### config.mk
export PLATFORM = sky130hd
export DESIGN_NAME = mem_bus_arbiter
export DESIGN_NICKNAME = d
export VERILOG_FILES = /design/src/rtl/mem_bus_arbiter.sv
export SDC_FILE = /design/constraint.sdc
export NUM_CORES = 1
export LEC_CHECK = 0
export ABC_AREA = 1
export CAP_MARGIN = 30
export CORE_AREA = 5 5 192 194
export CTS_CLUSTER_DIAMETER = 150
export DETAILED_ROUTE_END_ITERATION = 8
export DIE_AREA = 0 0 197 199
export GPL_TIMING_DRIVEN = 1
export PLACE_DENSITY_LB_ADDON = 0.25
export SETUP_SLACK_MARGIN = 0.2
export SLEW_MARGIN = 20
export SYNTH_ARGS = -nofsm -noshare
export SYNTH_HDL_FRONTEND = slang
export SYNTH_SLANG_ARGS = --single-unit
### constraint.sdc
create_clock -name clk -period 1.9 [get_ports clk]
set_clock_uncertainty 0.05 [all_clocks]
set_input_delay 0.38 -clock clk [delete_from_list [all_inputs] [get_ports clk]]
set_output_delay 0.38 -clock clk [all_outputs]
set_load 0.05 [all_outputs]
### src/rtl/mem_bus_arbiter.sv
// Two-requester round-robin arbiter for the line memory bus, with downstream
// id re-tagging through a 4-entry outstanding table and response steering.
package Mem;
  typedef logic [27:0] lineaddr_t;
  typedef logic [63:0] line_t;
endpackage

module mem_bus_arbiter (
  input  logic          clk,
  input  logic          rst,
  // requester 0 (L1 instruction cache)
  input  logic          r0_req_valid,
  output logic          r0_req_ready,
  input  logic [1:0]    r0_req_id,
  input  logic          r0_req_we,
  input  Mem::lineaddr_t r0_req_addr,
  input  Mem::line_t    r0_req_data,
  output logic          r0_resp_valid,
  input  logic          r0_resp_ready,
  output logic [1:0]    r0_resp_id,
  output Mem::line_t    r0_resp_data,
  // requester 1 (L1 data cache)
  input  logic          r1_req_valid,
  output logic          r1_req_ready,
  input  logic [1:0]    r1_req_id,
  input  logic          r1_req_we,
  input  Mem::lineaddr_t r1_req_addr,
  input  Mem::line_t    r1_req_data,
  output logic          r1_resp_valid,
  input  logic          r1_resp_ready,
  output logic [1:0]    r1_resp_id,
  output Mem::line_t    r1_resp_data,
  // downstream memory bus
  output logic          req_valid,
  output logic          req_we,
  output logic [1:0]    req_id,
  output Mem::lineaddr_t req_addr,
  output Mem::line_t    req_data,
  input  logic          req_ready,
  input  logic          resp_valid,
  input  logic [1:0]    resp_id,
  input  Mem::line_t    resp_data,
  output logic          resp_ready,
  // status
  output logic [2:0]    outstanding,
  output logic          stray_resp
);

  logic [3:0] tag_valid_r;
  logic [3:0] tag_src_r;
  logic [1:0] tag_uid_r [4];
  logic       last_r;
  logic       lock_r;
  logic       lock_grant_r;
  logic [1:0] lock_tag_r;
  logic       stray_r;

  logic       free_s;
  logic [1:0] cand_s;
  logic       grant_s;
  logic [1:0] tag_s;
  logic       sel_valid_s;
  logic       req_hs_s;
  logic       resp_hit_s;
  logic       resp_src_s;
  logic       resp_hs_s;

  function automatic logic [1:0] lowest_free(input logic [3:0] v);
    if (!v[0]) begin
      return 2'd0;
    end else if (!v[1]) begin
      return 2'd1;
    end else if (!v[2]) begin
      return 2'd2;
    end else begin
      return 2'd3;
    end
  endfunction

  function automatic logic [2:0] count_ones(input logic [3:0] v);
    return {2'b00, v[0]} + {2'b00, v[1]} + {2'b00, v[2]} + {2'b00, v[3]};
  endfunction

  // Grant and tag selection; a stalled offer stays pinned to its source and tag.
  always_comb begin
    free_s  = ~&tag_valid_r;
    cand_s  = lowest_free(tag_valid_r);
    grant_s = 1'b0;
    tag_s   = cand_s;
    if (lock_r) begin
      grant_s = lock_grant_r;
      tag_s   = lock_tag_r;
    end else begin
      tag_s = cand_s;
      case ({r1_req_valid, r0_req_valid})
        2'b11:   grant_s = ~last_r;
        2'b10:   grant_s = 1'b1;
        default: grant_s = 1'b0;
      endcase
    end
    sel_valid_s = grant_s ? r1_req_valid : r0_req_valid;
  end

  // Downstream request mux and upstream ready.
  always_comb begin
    req_valid    = ~rst & sel_valid_s & free_s;
    req_id       = tag_s;
    req_we       = grant_s ? r1_req_we   : r0_req_we;
    req_addr     = grant_s ? r1_req_addr : r0_req_addr;
    req_data     = grant_s ? r1_req_data : r0_req_data;
    r0_req_ready = ~rst & ~grant_s & free_s & req_ready;
    r1_req_ready = ~rst &  grant_s & free_s & req_ready;
    req_hs_s     = req_valid & req_ready;
  end

  // Response steering; a response for an unallocated tag is swallowed.
  always_comb begin
    resp_hit_s    = tag_valid_r[resp_id];
    resp_src_s    = tag_src_r[resp_id];
    r0_resp_valid = ~rst & resp_valid & resp_hit_s & ~resp_src_s;
    r1_resp_valid = ~rst & resp_valid & resp_hit_s &  resp_src_s;
    r0_resp_id    = tag_uid_r[resp_id];
    r1_resp_id    = tag_uid_r[resp_id];
    r0_resp_data  = resp_data;
    r1_resp_data  = resp_data;
    if (rst) begin
      resp_ready = 1'b0;
    end else if (resp_hit_s) begin
      resp_ready = resp_src_s ? r1_resp_ready : r0_resp_ready;
    end else begin
      resp_ready = 1'b1;
    end
    resp_hs_s = resp_valid & resp_ready;
  end

  // Tag table, round-robin history, stall lock and stray flag.
  always_ff @(posedge clk) begin
    if (rst) begin
      tag_valid_r  <= 4'b0000;
      tag_src_r    <= 4'b0000;
      for (int i = 0; i < 4; i++) begin
        tag_uid_r[i] <= 2'b00;
      end
      last_r       <= 1'b1;
      lock_r       <= 1'b0;
      lock_grant_r <= 1'b0;
      lock_tag_r   <= 2'b00;
      stray_r      <= 1'b0;
    end else begin
      // The freed entry is always valid and the allocated one invalid, so they never collide.
      if (resp_hs_s && resp_hit_s) begin
        tag_valid_r[resp_id] <= 1'b0;
      end
      if (resp_hs_s && !resp_hit_s) begin
        stray_r <= 1'b1;
      end
      if (req_hs_s) begin
        tag_valid_r[tag_s] <= 1'b1;
        tag_src_r[tag_s]   <= grant_s;
        tag_uid_r[tag_s]   <= grant_s ? r1_req_id : r0_req_id;
        last_r             <= grant_s;
      end
      lock_r       <= req_valid & ~req_ready;
      lock_grant_r <= grant_s;
      lock_tag_r   <= tag_s;
    end
  end

  assign outstanding = rst ? 3'd0 : count_ones(tag_valid_r);
  assign stray_resp  = stray_r;

endmodule

==> impl_metrics.tcl, run 1 <==
set metrics [dict create \
    fp.dieArea_um2 39200 \
    seq_area_um2 529 \
    cts.htree.levels 1 \
    ant_nets 0 \
    worstPathArrival_ns 1.82 \
    multi_input_area_um2 3790 \
    min_path_cells 2 \
    ir_worst_vdd_mv 0.304 \
    clkLatencyLatePin_ns 0.26 \
    grt_pass1_wl_um 34100 \
    avgSynthCellArea_um2 5.61 \
    drc_errors 0 \
    synth-compound-area-share 0.0320 \
    crit_path_start "tag_valid_r[1]" \
    finalMaxSlewViolations 0 \
    firstDrtPassIters 4 \
    cpMaxStageDelayCell "fa_1" \
    netlist.area_leader.share 0.365 \
    fin_nets 1152 \
    r2r_slack_ns -0.12 \
    drt_iter0_drc 66 \
    min_from "stray_resp" \
    track_usage 0.115 \
    wl_per_cell_um 18.2 \
    path_max_fanout 2 \
    die_h_um 199 \
    p_total_mw 5.17 \
    crit_type "reg -> out" \
    layout_setup_ws_ns -0.351 \
    clk_pin_slew_worst_paths_ns 0.06 \
    ys.flop_type "dfxtp_1" \
    synth-edff-count 8 \
    finalInstanceArea_um2 10700 \
    num_rows 69 \
    syn_nets 875 \
    dr_total_vias 4664 \
    synth-seq-cells 22 \
    start_kind "flip-flop" \
    cap_violations 0 \
    max_freq_ghz 0.444 \
    wirelength_um 24400 \
    die_x_um 197 \
    outcome "finished with violations" \
    yosysWarnings 0 \
    initial_utilization 0.0971 \
    synth.distinct_cells 24 \
    cp.required_ns 1.47 \
    leakage_nw 4.87 \
    hpwl_um 15900 \
    violations "setup timing" \
    dpl-instance-area_um2 6930 \
    portBuffers 308 \
    core_um2 35100 \
    gr-total-overflow 0 \
    drive_gt1_frac 0.663 \
    reg2reg_depth 15 \
    worst_pin_slew_ns 0.359 \
    synth_simple_gate_area_share 0.438 \
    first_global_vias 5230 \
    cp_cell_sequence "fa_1, ha_2, ha_4, inv_2, nor2_4, buf_12" \
    relSlewSlack 0.760 \
    yosys.area_share.adder 0.0169 \
    finalHoldViolations 0 \
    hold_buffers 0 \
    synth_area_um2 3400 \
    numCtsBuffers 3 \
    regToRegStartpoint "lock_r" \
    fin_crit_ns 2.25 \
    synthTopCellsByArea "nand2_1 (37%), buf_4 (29%), dfxtp_1 (8.2%), edfxtp_1 (7.1%), inv_1 (3.5%)" \
    grt_max_degree 14 \
    synthMuxAreaShare 0 \
    root_buffer "clkbuf_16" \
    synth_xor_area_frac 0 \
    num_io_pins 501 \
    async_reset_ff_frac 0 \
    fin_crit_sh 1.18 \
    place_congestion 0.720 \
    area_delta_synth_final_pct 214 \
    yosysTopAreaCell "nand2_1" \
    synth_top_family_by_area "simple AND/OR/NAND/NOR gates" \
    synth-seq-area-share 0.153 \
    diodes 0 \
    clock_path_buffers 2 \
    syn_inst 607 \
    r2r-end "tag_uid_r[2][0]" \
    power_density_nw_per_um2 483 \
    nFillCells 3691 \
    cts_tree "done" \
    hp-class "reg -> reg" \
    whs_endpoint "stray_resp" \
    clock_sinks 22 \
    vias_per_cell 3.47 \
    rsz0062_at_grt "yes" \
    setup_viol 124 \
    antenna_found_initial 0 \
    slowest_delay_ns 0.48 \
    end_kind "output pin" \
]
[placed cells by master, fill, tap and decap left out, types with 2 or more instances in the layout]
cell type,netlist,final
a21oi_4,0,2
clkbuf_16,0,6
dfxtp_1,14,9
nand2_2,2,52
ha_4,0,2
buf_12,0,31
inv_4,1,5
dfxtp_2,0,4
nand3_1,15,8
nand2_8,0,2
buf_8,0,96
o21ai_4,0,2
nor2_1,15,7
buf_4,131,44
nand3_2,6,3
o21ai_2,1,2
buf_16,0,29
inv_2,3,15
buf_6,0,25
nand2_4,1,226
clkdlybuf4s50_1,0,194
edfxtp_1,8,8
a22oi_2,0,3
nor2_4,2,9
inv_1,32,13
nand2_1,331,54
nand3_4,0,10
a21oi_2,2,7
[Yosys cell counts (all sizes together) (3+ instances only)]
| master | count |
|---|---|
| nor2 | 17 |
| dfxtp | 14 |
| o21ai | 6 |
| buf | 148 |
| edfxtp | 8 |
| a21oi | 9 |
| clkbuf | 5 |
| inv | 36 |
| nand2 | 334 |
| ha | 3 |
| a22oi | 3 |
| nand3 | 21 |
[through the flow]
stage / setup slack (ns) / cells / TNS [ns] / utilization / hold slack (ns)
final: -0.351 / 1344 / -22.16 / 0.305 / 0.408
after floorplan: -0.0899 / 607 / -0.0899 / - / 0.392
after CTS: -0.377 / 1330 / -22.06 / 0.288 / 0.417
after global placement: -0.566 / 1266 / -56.93 / 0.198 / 0.405
after detailed placement: -0.549 / 1266 / -56.20 / 0.198 / 0.400
after global routing: -0.418 / 1344 / -30.51 / 0.305 / 0.458
[worst max-delay path, delay by kind of cell, from the launching register on]
family	cells	cell delay, ns
AND/OR/NAND/NOR	1	0.10
flip-flops	1	0.33
adder cells (fa/ha/maj)	3	0.94
buffers and inverters	2	0.18
[power by group]
group / switching (mW) / internal, mW / total, mW
Clock: 0.180 / 0.419 / 0.599
Combinational: 2.11 / 1.93 / 4.04
Sequential: 0.0147 / 0.515 / 0.529
Total: 2.31 / 2.87 / 5.17
[area by class of cell]
type / instances / share of cell area
multi-input combinational: 396 / 0.355
tap: 461 / 0.0539
clock inverter: 1 / 0.00281
clock buffer: 3 / 0.00702
inverter: 36 / 0.0160
sequential: 22 / 0.0495
timing repair buffer: 425 / 0.516
[logic make-up (layout without fill, tap and decap cells)]
kind of cell	count (synthesis)	in the layout
AO/OA/AOI/OAI	18	18
adder cells (fa/ha/maj)	4	4
AND/OR/NAND/NOR	374	374
flip-flops	22	22
buffers and inverters	189	465
[flip-flops by register name, summed over array words and instances (netlist names)]
| signal | flops |
|---|---|
| tag_src_r | 4 |
| tag_uid_r | 8 |
| last_r | 1 |
| tag_valid_r | 4 |
| lock_tag_r | 2 |
| lock_grant_r | 1 |
| lock_r | 1 |
| stray_resp | 1 |
[how the worst max path moves through the flow]
stage                     end  slack [ns]
6_report       outstanding[1]       -0.35
5_1_grt        outstanding[1]       -0.42
4_1_cts        outstanding[1]       -0.38
3_5_place_dp        req_valid       -0.55
3_3_place_gp        req_valid       -0.57
2_1_floorplan  outstanding[1]       -0.09
[timing repair]
action                                 CTS  global route
gates resized for setup                580           113
endpoints found under the hold margin    0             0
setup buffers                           35            11
setup endpoints to repair              133           133
gates cloned                            25             3
pin swaps                               74            38
[routing by layer]
| layer | GRT usage | vias to the layer above | share of wire |
|---|---|---|---|
| met5 | 0 | - | 0 |
| li1 | - | 2272 | - |
| met1 | 0.139 | 2123 | 0.39 |
| met4 | 0.00488 | 0 | 0.0022 |
| met2 | 0.207 | 259 | 0.52 |
| met3 | 0.0420 | 10 | 0.086 |
Note: power is estimated with default switching activity, not from simulation.
==> inputs of run 2 (changes only) <==
- CELL_PAD_IN_SITES_DETAIL_PLACEMENT: default -> 1
- CELL_PAD_IN_SITES_GLOBAL_PLACEMENT: default -> 1
- CORE_AREA: 5 5 192 194 -> 5 5 194 196
- DIE_AREA: 0 0 197 199 -> 0 0 199 201
==> impl_metrics.tcl, run 2 (synthesis gave the netlist of run 1 again) <==
set metrics [dict create \
    largest_register "tag_uid_r" \
    track_usage 0.108 \
    hold_buffers 0 \
    cts_tree "done" \
    outcome "finished with violations" \
    dr_total_vias 4689 \
    fin_hold_ws_ns 0.414 \
    firstDrtPassIters 4 \
    seq_power_share 0.108 \
    nFillCells 4092 \
    die_h_um 201 \
    hp-class "reg -> reg" \
    layout_setup_ws_ns -0.350 \
    combPwrFrac 0.797 \
    fin_crit_sh 1.18 \
    dpl-instance-area_um2 7130 \
    diodes 0 \
    cp.required_ns 1.47 \
    grt_pass1_wl_um 33100 \
    largest_reg_flops 8 \
    finalInstanceArea_um2 10400 \
    area_delta_synth_final_pct 206 \
    num_rows 70 \
    cap_violations 0 \
    leakage_nw 4.57 \
    cts.htree.levels 1 \
    initial_utilization 0.0948 \
    violations "setup timing" \
    portBuffers 308 \
    setup_viol 119 \
    wl_per_cell_um 16.6 \
    antenna_found_initial 0 \
    swShare 0.452 \
    start_kind "flip-flop" \
    fin_crit_ns 2.25 \
    first_global_vias 5314 \
    drc_errors 0 \
    vias_per_cell 3.47 \
    clock_path_buffers 2 \
    clk_pin_slew_worst_paths_ns 0.06 \
    p_total_mw 4.89 \
    num_io_pins 501 \
    finalHoldViolations 0 \
    top_regs "tag_uid_r: 8 flops, tag_src_r: 4 flops, tag_valid_r: 4 flops" \
    mostFrequentLayoutCell "nand2_4" \
    place_congestion 0.770 \
    numCtsBuffers 3 \
    root_buffer "clkbuf_16" \
    finalMaxSlewViolations 0 \
    crit_type "reg -> out" \
    core_um2 35900 \
    worst_pin_slew_ns 0.474 \
    fp.dieArea_um2 40000 \
    power_density_nw_per_um2 469 \
    ant_nets 0 \
    drive_gt1_frac 0.630 \
    clock_sinks 22 \
    die_x_um 199 \
    fin_nets 1152 \
    ir_worst_vdd_mv 0.296 \
    clockPowerShare 0.095 \
    final_cell_mix "nand2_4 (201), clkdlybuf4s50_1 (194), buf_8 (97), nand2_1 (86), nand2_2 (43)" \
    p_int_mw 2.68 \
    max_freq_ghz 0.444 \
    drt_iter0_drc 66 \
    grt_max_degree 13 \
    p_sw_mw 2.21 \
    wirelength_um 22400 \
    end_kind "output pin" \
    hpwl_um 17300 \
    path_max_fanout 2 \
    relSlewSlack 0.684 \
    worstPathArrival_ns 1.82 \
    gr-total-overflow 0 \
    clkLatencyLatePin_ns 0.26 \
    rsz0062_at_grt "yes" \
]
-- run 2: changes by cell type in the layout (fill, tap and decap cells not counted), moves of 2 or more --
cell and delta:
buf_12 +8, buf_16 -8, buf_4 -7, buf_6 +8, clkbuf_16 -3, inv_2 +2
inv_4 -2, nand2_1 +32, nand2_2 -9, nand2_4 -25, nand2_8 +2, nand3_1 -4
nand3_2 +4
-- run 2: per-layer routing --
layer | part of all wire | global-route usage
met5 | 0 | 0
met4 | 0.0058 | 0.00977
met3 | 0.085 | 0.0399
met2 | 0.53 | 0.195
met1 | 0.38 | 0.126
-- run 2: worst paths after layout --
path                  start               to  slack, ns  cells past startpoint
min reg2reg      stray_resp       stray_resp       0.41                      2
min              stray_resp       stray_resp       0.41                      2
max          tag_valid_r[0]   outstanding[1]      -0.35                      6
max reg2reg          lock_r  tag_uid_r[1][1]      -0.07                     15
-- run 2: critical path, stage by stage (launching register included) --
cell     delay [ns]
dfxtp_2        0.33
fa_1           0.52
ha_4           0.19
ha_4           0.25
inv_2          0.04
nor2_4         0.09
buf_12         0.14
-- run 2: timing repair --
| action | 4_1_cts | 5_1_grt |
|---|---|---|
| setup endpoints to repair | 133 | 133 |
| gates cloned | 21 | 0 |
| setup buffers | 32 | 7 |
| gates resized for setup | 541 | 81 |
| pin swaps | 40 | 27 |
-- run 2: layout make-up --
type | instances | area (µm²) | area share
timing repair buffer | 425 | 5440 | 0.522
multi-input combinational | 396 | 3630 | 0.348
tap | 468 | 586 | 0.0562
clock buffer | 4 | 78.8 | 0.00756
sequential | 22 | 527 | 0.0505
inverter | 36 | 159 | 0.0152
-- run 2: power by group through the flow --
stage | sequential (mW) | combinational [mW] | clock (mW)
2_1_floorplan | 0.545 | 2.22 | 0
3_3_place_gp | 0.537 | 2.64 | 0
3_5_place_dp | 0.538 | 2.64 | 0
4_1_cts | 0.529 | 3.81 | 0.481
5_1_grt | 0.532 | 4.08 | 0.504
6_report | 0.529 | 3.90 | 0.463
-- run 2: through the flow --
step / util / TNS, ns / instances / setup slack (ns)
after CTS: 0.279 / -22.91 / 1344 / -0.371
after global placement: 0.199 / -52.77 / 1287 / -0.523
final: 0.290 / -21.96 / 1351 / -0.350
after floorplan: - / -0.0899 / 607 / -0.0899
after detailed placement: 0.199 / -51.22 / 1287 / -0.499
after global routing: 0.290 / -30.90 / 1351 / -0.401
==> inputs of run 3 (changes only) <==
- ABC_AREA: 1 -> default
==> impl_metrics.tcl, run 3 <==
set metrics [dict create \
    yosysTopAreaCell "mux2_2" \
    hp-class "reg -> reg" \
    wirelength_um 19000 \
    cp_cell_sequence "mux2i_4, buf_12, buf_16, buf_8, buf_16, mux2_4, buf_8" \
    worst_pin_slew_ns 0.328 \
    portBuffers 308 \
    async_reset_ff_frac 0 \
    fp.dieArea_um2 40000 \
    end_kind "output pin" \
    finalMaxSlewViolations 0 \
    finalHoldViolations 0 \
    drive_gt1_frac 0.558 \
    power_density_nw_per_um2 470 \
    root_buffer "clkbuf_16" \
    clock_path_buffers 2 \
    clk_pin_slew_worst_paths_ns 0.06 \
    die_h_um 201 \
    reg2reg_depth 10 \
    drt_iter0_drc 71 \
    synth.distinct_cells 31 \
    hold_buffers 0 \
    cts_tree "done" \
    top_regs "tag_uid_r: 8 flops, tag_src_r: 4 flops, tag_valid_r: 4 flops" \
    fin_crit_sh 1.21 \
    grt_pass1_wl_um 25700 \
    die_x_um 199 \
    grt_max_degree 29 \
    final_cell_mix "clkdlybuf4s50_1 (193), mux2_4 (90), buf_4 (71), buf_6 (60), buf_8 (24)" \
    slowest_delay_ns 0.37 \
    synth-seq-area-share 0.159 \
    nFillCells 4083 \
    avgSynthCellArea_um2 9.42 \
    max_freq_ghz 0.435 \
    dr_total_vias 3316 \
    rsz0062_at_grt "yes" \
    drc_errors 0 \
    yosysWarnings 0 \
    hpwl_um 16500 \
    clkLatencyLatePin_ns 0.25 \
    core_um2 35900 \
    firstDrtPassIters 4 \
    largest_reg_flops 8 \
    place_congestion 0.845 \
    syn_nets 615 \
    syn_inst 347 \
    first_global_vias 3672 \
    synth_area_um2 3270 \
    tns_ns -32.60 \
    worstPathArrival_ns 1.87 \
    synth-edff-count 8 \
    netlist.area_leader.share 0.310 \
    mostFrequentLayoutCell "clkdlybuf4s50_1" \
    path_max_fanout 8 \
    ys.flop_type "dfxtp_1" \
    cpMaxStageDelayCell "dfxtp_4" \
    ir_worst_vdd_mv 0.287 \
    wl_per_cell_um 18.1 \
    synthTopCellsByArea "mux2_2 (31%), buf_4 (30%), dfxtp_1 (8.6%), edfxtp_1 (7.4%), mux2i_1 (3.7%)" \
    outcome "finished with violations" \
    clock_sinks 22 \
    cp.depth 7 \
    synthTopCellsByCount "buf_4 (132), mux2_2 (90), dfxtp_1 (14)" \
    area_delta_synth_final_pct 127 \
    gr-total-overflow 0 \
    cp.required_ns 1.47 \
    start_kind "flip-flop" \
    relSlewSlack 0.780 \
    num_io_pins 501 \
    antenna_found_initial 1 \
    cts.htree.levels 1 \
    synth-seq-cells 22 \
    violations "setup timing" \
    stdcell_count 1047 \
    setup_viol 114 \
    cap_violations 0 \
    yosysMostFrequentCell "buf_4" \
    layout_setup_ws_ns -0.398 \
    crit_type "reg -> out" \
    diodes 0 \
    track_usage 0.0851 \
    fin_nets 848 \
    min_path_cells 2 \
    path_buf_inv 5 \
    dp_cells 1019 \
    leakage_nw 3.22 \
    largest_register "tag_uid_r" \
    crit_family "buffers and inverters" \
    numCtsBuffers 3 \
    fin_crit_ns 2.30 \
    ant_nets 0 \
    initial_utilization 0.0910 \
    vias_per_cell 3.17 \
    num_rows 70 \
]
-- run 3: final timing paths --
path / endpoint / start / slack [ns]
min: tag_src_r[2] / tag_src_r[2] / 0.43
max: req_data[48] / lock_r / -0.40
max reg2reg: tag_uid_r[1][0] / tag_valid_r[1] / -0.05
min reg2reg: tag_src_r[2] / tag_src_r[2] / 0.43
-- run 3: cells by family after synthesis --
| group | after synthesis | synth area share |
|---|---|---|
| buffers and inverters | 149 | 0.326 |
| multiplexers | 113 | 0.392 |
| AND/OR/NAND/NOR | 41 | 0.0689 |
| flip-flops | 22 | 0.159 |
| AO/OA/AOI/OAI | 18 | 0.0356 |
| adder cells (fa/ha/maj) | 4 | 0.0176 |
-- run 3: per-layer routing --
layer / part of all wire / up-vias / global-route usage
met5: 0.00068 / - / 0
met2: 0.49 / 240 / 0.150
met4: 0.0088 / 2 / 0.0107
li1: - / 1531 / -
met1: 0.33 / 1527 / 0.0846
met3: 0.17 / 16 / 0.0589
-- run 3: final cells by class --
| type | count | area, µm² | area share |
|---|---|---|---|
| Clock buffer | 4 | 88.8 | 0.0120 |
| Inverter | 4 | 18.8 | 0.00253 |
| Multi-Input combinational cell | 176 | 2240 | 0.302 |
| Sequential cell | 22 | 531 | 0.0714 |
| Tap cell | 468 | 586 | 0.0788 |
| Timing Repair Buffer | 373 | 3970 | 0.534 |
-- run 3: worst min-delay path, cell delays in order, from the launching register on --
cell	delay, ns
dfxtp_1	0.31
nand2b_1	0.06
mux2i_1	0.06
-- run 3: through the flow --
step                area, µm²   util  hold slack [ns]  setup WS [ns]  power, mW
floorplan                3790      -            0.394        -0.0658       2.57
finish                   7430  0.207            0.431         -0.398       3.49
global route             7430  0.207            0.456         -0.458       3.64
detailed placement       6520  0.182            0.427         -0.767       2.76
CTS                      7310  0.204            0.435         -0.429       3.51
global placement         6520  0.182            0.416         -0.751       2.76
-- run 3: timing repair --
action,in CTS,in global routing
setup buffers,17,4
pin swaps,14,13
endpoints found under the setup margin,135,133
gates cloned,3,0
resized for setup,145,24
-- run 3: where the power goes --
group	switching, mW	total (mW)	internal (mW)
clock	0.169	0.491	0.321
combinational	1.23	2.48	1.25
sequential	0.0115	0.519	0.508
total	1.41	3.49	2.08
